--- src/rtl/zircon_key_pkg.sv ---
// rtl/zircon_key_pkg.sv - shared constants for the key input logic
package zircon_key_pkg;

    localparam int          KEY_NUM          = 8;
    localparam logic [7:0]  KEY_RELEASED     = 8'hFF;
    localparam int          DEBOUNCE_DEFAULT = 1_000_000;

endpackage

--- src/rtl/zircon_key_debounce.sv ---
// rtl/zircon_key_debounce.sv - one-bit synchroniser, debounce counter, stable level and fall strobe
module zircon_key_debounce #(
    parameter int DEBOUNCE_CYCLES = 1_000_000
) (
    input  logic csi_clk,
    input  logic rsi_reset_n,
    input  logic pin_in,
    output logic level,
    output logic fall
);

    localparam int               CNT_W   = $clog2(DEBOUNCE_CYCLES);
    localparam logic [CNT_W-1:0] CNT_MAX = CNT_W'(DEBOUNCE_CYCLES - 1);

    logic             sync1_q, sync1_d;
    logic             sync2_q, sync2_d;
    logic             stable_q, stable_d;
    logic [CNT_W-1:0] cnt_q, cnt_d;

    // Synchronise the pin and accept a new level only after it has held steady long enough
    always_comb begin
        sync1_d  = pin_in;
        sync2_d  = sync1_q;
        stable_d = stable_q;
        cnt_d    = '0;
        if (sync2_q != stable_q) begin
            if (cnt_q == CNT_MAX) begin
                stable_d = sync2_q;
                cnt_d    = '0;
            end else begin
                cnt_d    = cnt_q + CNT_W'(1);
            end
        end
    end

    // State registers; released level (1) after reset so a held key reads as a fresh press
    always_ff @(posedge csi_clk or negedge rsi_reset_n) begin
        if (!rsi_reset_n) begin
            sync1_q  <= 1'b1;
            sync2_q  <= 1'b1;
            stable_q <= 1'b1;
            cnt_q    <= '0;
        end else begin
            sync1_q  <= sync1_d;
            sync2_q  <= sync2_d;
            stable_q <= stable_d;
            cnt_q    <= cnt_d;
        end
    end

    assign level = stable_q;
    // Strobe is taken from the next-state so pending can set on the same edge the level falls
    assign fall  = stable_q & ~stable_d;

endmodule

--- src/rtl/zircon_key_logic.sv ---
// rtl/zircon_key_logic.sv - debounced key register with sticky press flags and IRQ (option: ZIRCON_KEY_IRQ_EN)
module zircon_key_logic
    import zircon_key_pkg::*;
#(
    parameter int DEBOUNCE_CYCLES = DEBOUNCE_DEFAULT
) (
    input  logic               csi_clk,
    input  logic               rsi_reset_n,
    input  logic [KEY_NUM-1:0] coe_key,
    input  logic [KEY_NUM-1:0] key_clear,
    input  logic [KEY_NUM-1:0] key_irq_mask,
    output logic [KEY_NUM-1:0] key_data,
    output logic [KEY_NUM-1:0] key_pending,
    output logic               key_irq
);

    logic [KEY_NUM-1:0] key_fall;

    for (genvar i = 0; i < KEY_NUM; i++) begin : g_key
        zircon_key_debounce #(
            .DEBOUNCE_CYCLES(DEBOUNCE_CYCLES)
        ) u_debounce (
            .csi_clk     (csi_clk),
            .rsi_reset_n (rsi_reset_n),
            .pin_in      (coe_key[i]),
            .level       (key_data[i]),
            .fall        (key_fall[i])
        );
    end

`ifdef ZIRCON_KEY_IRQ_EN
    logic [KEY_NUM-1:0] pending_q, pending_d;
    logic               irq_q, irq_d;

    // Press sets a flag, a clear strobe drops it; a coincident press wins so no event is lost
    always_comb begin
        pending_d = (pending_q & ~key_clear) | key_fall;
        irq_d     = |(pending_q & key_irq_mask);
    end

    // Pending flags and registered interrupt level
    always_ff @(posedge csi_clk or negedge rsi_reset_n) begin
        if (!rsi_reset_n) begin
            pending_q <= '0;
            irq_q     <= 1'b0;
        end else begin
            pending_q <= pending_d;
            irq_q     <= irq_d;
        end
    end

    assign key_pending = pending_q;
    assign key_irq     = irq_q;
`else
    logic unused_irq_inputs;

    assign unused_irq_inputs = ^{key_clear, key_irq_mask, key_fall};
    assign key_pending       = '0;
    assign key_irq           = 1'b0;
`endif

endmodule
--- config.mk ---
export PLATFORM = sky130hd
export DESIGN_NAME = zircon_key_logic
export DESIGN_NICKNAME = d
export VERILOG_FILES = /design/src/rtl/zircon_key_pkg.sv /design/src/rtl/zircon_key_debounce.sv /design/src/rtl/zircon_key_logic.sv
export SDC_FILE = /design/constraint.sdc
export NUM_CORES = 1
export LEC_CHECK = 0
export BUFFER_PORTS_ARGS = -buffer_cell sky130_fd_sc_hd__clkbuf_2
export CORE_UTILIZATION = 50
export CTS_BUF_LIST = sky130_fd_sc_hd__clkbuf_4 sky130_fd_sc_hd__clkbuf_8
export DETAILED_ROUTE_END_ITERATION = 7
export PLACE_DENSITY = 0.67
export RECOVER_POWER = 50
export SLEW_MARGIN = 30
export SYNTH_ARGS = -nofsm -noshare
export SYNTH_HDL_FRONTEND = slang
export SYNTH_SLANG_ARGS = --single-unit
--- constraint.sdc ---
create_clock -name csi_clk -period 4.13 [get_ports csi_clk]
set_clock_uncertainty 0.1 [all_clocks]
set_input_delay 0.826 -clock csi_clk [delete_from_list [all_inputs] [get_ports csi_clk]]
set_output_delay 0.826 -clock csi_clk [all_outputs]
set_load 0.02 [all_outputs]
## Word level (Yosys, flattened, before mapping)

Index checks and enable logic that the tools add are counted.

- Multipliers: 0
- Magnitude comparators: 0
- Bitwise logic cells: 0
- Reductions and logical operators: 8
- Add/sub/neg operators: 8
- Shift operators: 0
- Muxes and demuxes: 16
- Divide/modulo/power cells: 0
- Eq/ne operators: 16

Operators with widths:

| cell | number |
|---|---|
| two-way mux 20 bit | 16 |
| adder 20 x 1 -> 20 bit, second input constant | 8 |
| equality test 20 bit, second input constant | 8 |
| AND reduction 2 bit | 8 |
| != test 1 bit | 8 |

- Bits in read-only memories: 0
- Memories kept: 0
- Output and inout bits: 17
- Bits in registers: 184
- Input port bits: 26
- Latch bits: 0
- Memory bits (writable): 0

## Logic depth before layout (Yosys ltp)

- Depth in word-level cells: 3
- Depth in mapped cells: 6
- Mapped depth without buffers: 5

## Cells and area by module

Synthesis repeated with hierarchy kept, for this count alone.

- Cell total of the unflattened synthesis: 917
- Area total of the unflattened synthesis: 9026.2 um^2

Modules (own cells, without submodules):

| module | area an instance (um^2) | sequential area each (um^2) | instances | cells each |
|---|---|---|---|---|
| zircon_key_debounce (g_key[0].u_debounce ...) | 1119.8 | 579.3 | 7 | 114 |
| zircon_key_debounce (g_key[3].u_debounce) | 1116.1 | 579.3 | 1 | 109 |
| zircon_key_logic | 71.3 | 0.0 | 1 | 10 |

## Worst setup path after synthesis

No wires, ideal clock.

- Path kind: register to register
- Start: reg g_key[4].u_debounce.cnt_q[15]
- End: reg g_key[4].u_debounce.cnt_q[10]
- Arrival time: 1971 ps
- Data required time: 3911 ps
- Period minus slack after synthesis: 2190 ps
- Cell stages (with the launch flop): 6
- Setup time: 119 ps
- Slack: 1940 ps
- Path buffers: 1
- Cells stage by stage: dfrtp_1 -> or4b_1 -> or4_4 -> o31ai_4 -> buf_6 -> nor2_1

- Longest elaborated chain between the ends: 3

RTL lines:

| element | line | source |
|---|---|---|
| start: declaration | zircon_key_debounce.sv:18 | `logic [CNT_W-1:0] cnt_q, cnt_d;` |
| start signal: assignment | zircon_key_debounce.sv:47 | `cnt_q <= cnt_d;` |
| equality test 20 bit | zircon_key_debounce.sv:27 | `if (cnt_q == CNT_MAX) begin` |
| two-way mux 20 bit | zircon_key_debounce.sv:27 |  |
| two-way mux 20 bit | zircon_key_debounce.sv:26 | `if (sync2_q != stable_q) begin` |
| via g_key[4].u_debounce.cnt_d[10] | zircon_key_debounce.sv:18 |  |

The timed path passes the listed nets, and every way through them passes these cells.
A chain may end at the register's enable or synchronous reset.

==> out/summary.txt <==
Hold-fix buffers at CTS = 0
VDD IR-drop max = 0.2480 mV
Crit path time final = 2774 ps
ANT nets after route = 0
# resized after CTS = 0
DRC = 0
Adder-cell share of the synthesized area = 0.01111
Vias per inst = 5.549
Dpl ws = 1596 ps
Critical Path Fanout Max = 106
Share of layout cells above drive strength 1 = 0.1152
Primary FF master, synth = dfrtp_1
CP Data Required Time = 4050 ps
Syn_area_per_cell = 9.954 um^2
Most frequent cells in the layout = dfrtp_1, nor2_1, xnor2_1
YS warnings = 0
Area Growth Syn to Fin = 7.583%
Commonest non-fill, non-tap cell in the layout = dfrtp_1
Hpwl dp = 10440 um
Final hold violation count = 0
Drt wl/cell = 13.36 um
IO Pins = 43
Synth Area in Simple Gates = 0.2529
Clock Pin Slew Worst Setup and Hold Paths = 80 ps
Leakage = 0.003808 uW
Global-route wire length before repair = 27460 um
Status = complete, but fails checks
Worst Setup Start Kind = primary input
Total grt overflow = 0
Fin Hold WS = 258.2 ps
Crit-path max cell delay = 1800 ps
Multiplexer area fraction after synthesis = 0.01222
GP Congestion = 0.7939
Core Area = 0.01742 mm^2
Synth Area in Compound Gates = 0.06028
Yosys reg bits = 184
Die footprint = 0.01856 mm^2
Tightest Pin Transition = 2587 ps
Post-synthesis xor/xnor area fraction = 0.1099
Post-synth EDFFs = 0
Failing checks = max-capacitance violations, max-slew violations
Setup TNS Final = 0 ps
Starting DRT DRC Count = 352
Vias post-DR = 6404
WS Path Type = primary input to asynchronous set/reset pin
Pins over their slew limit = 106
Synth async-reset ratio = 1.000
Initial Utilization = 0.5172
CTS max path bufs = 2
Main combinational cell family by area after synthesis = simple AND/OR/NAND/NOR gates
GRT Total Usage = 0.1839
CTS sink cnt = 184
Gate Count Post-Synth = 905
Final net count = 950
Cell variety after synth = 45
CP max stage cell = clkbuf_2
Share of synthesized area occupied by flip-flops and latches = 0.5144
# Max-Cap Violations = 1
Root buf cell = clkbuf_8
HP Start = g_key[0].u_debounce.sync1_q$_DFF_PN1_
Buffers & Inverters on Critical Path = 1
Die H = 136.2 um
N_diodes = 0
Top delay family on crit path = buffers and inverters
Final wirelength = 15420 um
Pwr Density = 336.8 mW/mm^2
Worst Setup SP = rsi_reset_n
Final setup margin = 1356 ps
Initial antenna violation count = 0
First-pass DRT Iterations = 4
Crit path DAT = 2700 ps
RSZ-0062 raised after global routing = false
Row count = 48
CP Cell Sequence = clkbuf_2
Crit share post-route = 0.6716
TritonCTS clock tree = built
Htree depth = 4
Number of port buffers = 17
Slew margin rel. = -0.7246
Worst r2r src = g_key[4].u_debounce.cnt_q[15]$_DFF_PN0_
DIE WIDTH = 136.2 um
CP endpoint kind = asynchronous set/reset pin
Final setup viols = 0
FMAX = 360.5 MHz
# Post-CTS Setup Buffers = 0
Worst hold path type = flop to flop
Vias in the first global route = 6035
Clk Latency, worst-skew pair = 460 ps
Largest net degree at the start of global routing = 107
Clock buffer count from CTS = 17
Area of the mapped netlist = 0.009009 mm^2
[Yosys cell counts, drive strengths merged, types with 9 or more instances]
library cell  count  area, um^2
dfrtp           160        4004
nor2            135       506.7
xnor2            69       604.3
nand3            53       265.3
nand2            49       183.9
xor2             44       385.4
nand4            42       269.0
a21oi            37       185.2
inv              30       112.6
nor3             30       150.1
nor4             29       181.4
buf              24       172.7
dfstp            24       630.6
or4              24       183.9
o21ai            23       137.6
or3              20       125.1
clkbuf           17       63.81
o31ai            17       141.4
and3             11       68.82
and4              9       78.83
or4b              9       90.09
[layer usage]
metal  share of wire  vias up  global-route usage
met1            0.50     3120              0.2480
met5               0        -                   0
met3           0.034       13             0.04251
met2            0.46       76              0.2964
met4          0.0094        0             0.05062
li1                -     3195                   -
[logic make-up after synthesis]
family | after synthesis
and+or+nand+nor | 434
DFF | 184
xor gates and xnor gates | 113
AOI/OAI and AO/OA | 84
buffers and inverters | 71
muxes | 10
adders and majority gates | 8
other | 1
[metrics by stage]
stage / std cells / power (uW) / instance area [um^2] / utilization
floorplan: 913 / 1960 / 9039 / -
global placement: 1121 / 2016 / 9263 / 0.5318
detailed placement: 1122 / 2019 / 9274 / 0.5325
CTS: 1154 / 3319 / 9702 / 0.5570
global route: 1154 / 3405 / 9692 / 0.5565
finish: 1154 / 3265 / 9692 / 0.5565
[worst paths after layout]
kind	to	slack (ps)	cells after the start
setup / recovery	g_key[2].u_debounce.cnt_q[8]$_DFF_PN0_	1360	1
hold / removal	g_key[0].u_debounce.sync2_q$_DFF_PN1_	260	0
setup reg to reg	g_key[4].u_debounce.cnt_q[19]$_DFF_PN0_	1640	4
hold reg to reg	g_key[0].u_debounce.sync2_q$_DFF_PN1_	260	0
max in group csi_clk	g_key[4].u_debounce.cnt_q[19]$_DFF_PN0_	1640	4
min in group asynchronous	g_key[5].u_debounce.cnt_q[3]$_DFF_PN0_	1070	1
[flip-flops by register name, summed over array words and instances, names as in the netlist]
register	cells
g_key.u_debounce.level	8
g_key.u_debounce.sync1_q	8
g_key.u_debounce.sync2_q	8
g_key.u_debounce.cnt_q	160
[area by class of cell]
class / instances / area (um^2)
fillers: 1547 / 7725
flip-flops and latches: 184 / 4634
multi-input cells: 658 / 4075
clock buffers: 24 / 305.3
well taps: 225 / 281.5
repair buffers: 25 / 160.2
clock inverters: 8 / 122.6
inverters: 30 / 112.6
[where the power goes]
part           switching [uW]  total (uW)  leakage (uW)  internal, uW
Combinational            87.5         121       0.00112          33.4
Sequential               23.8        1860       0.00247          1830
Clock                     613        1290      0.000225           674
Total                     724        3260       0.00381          2540
No activity file was read; power rests on OpenSTA's default activity.
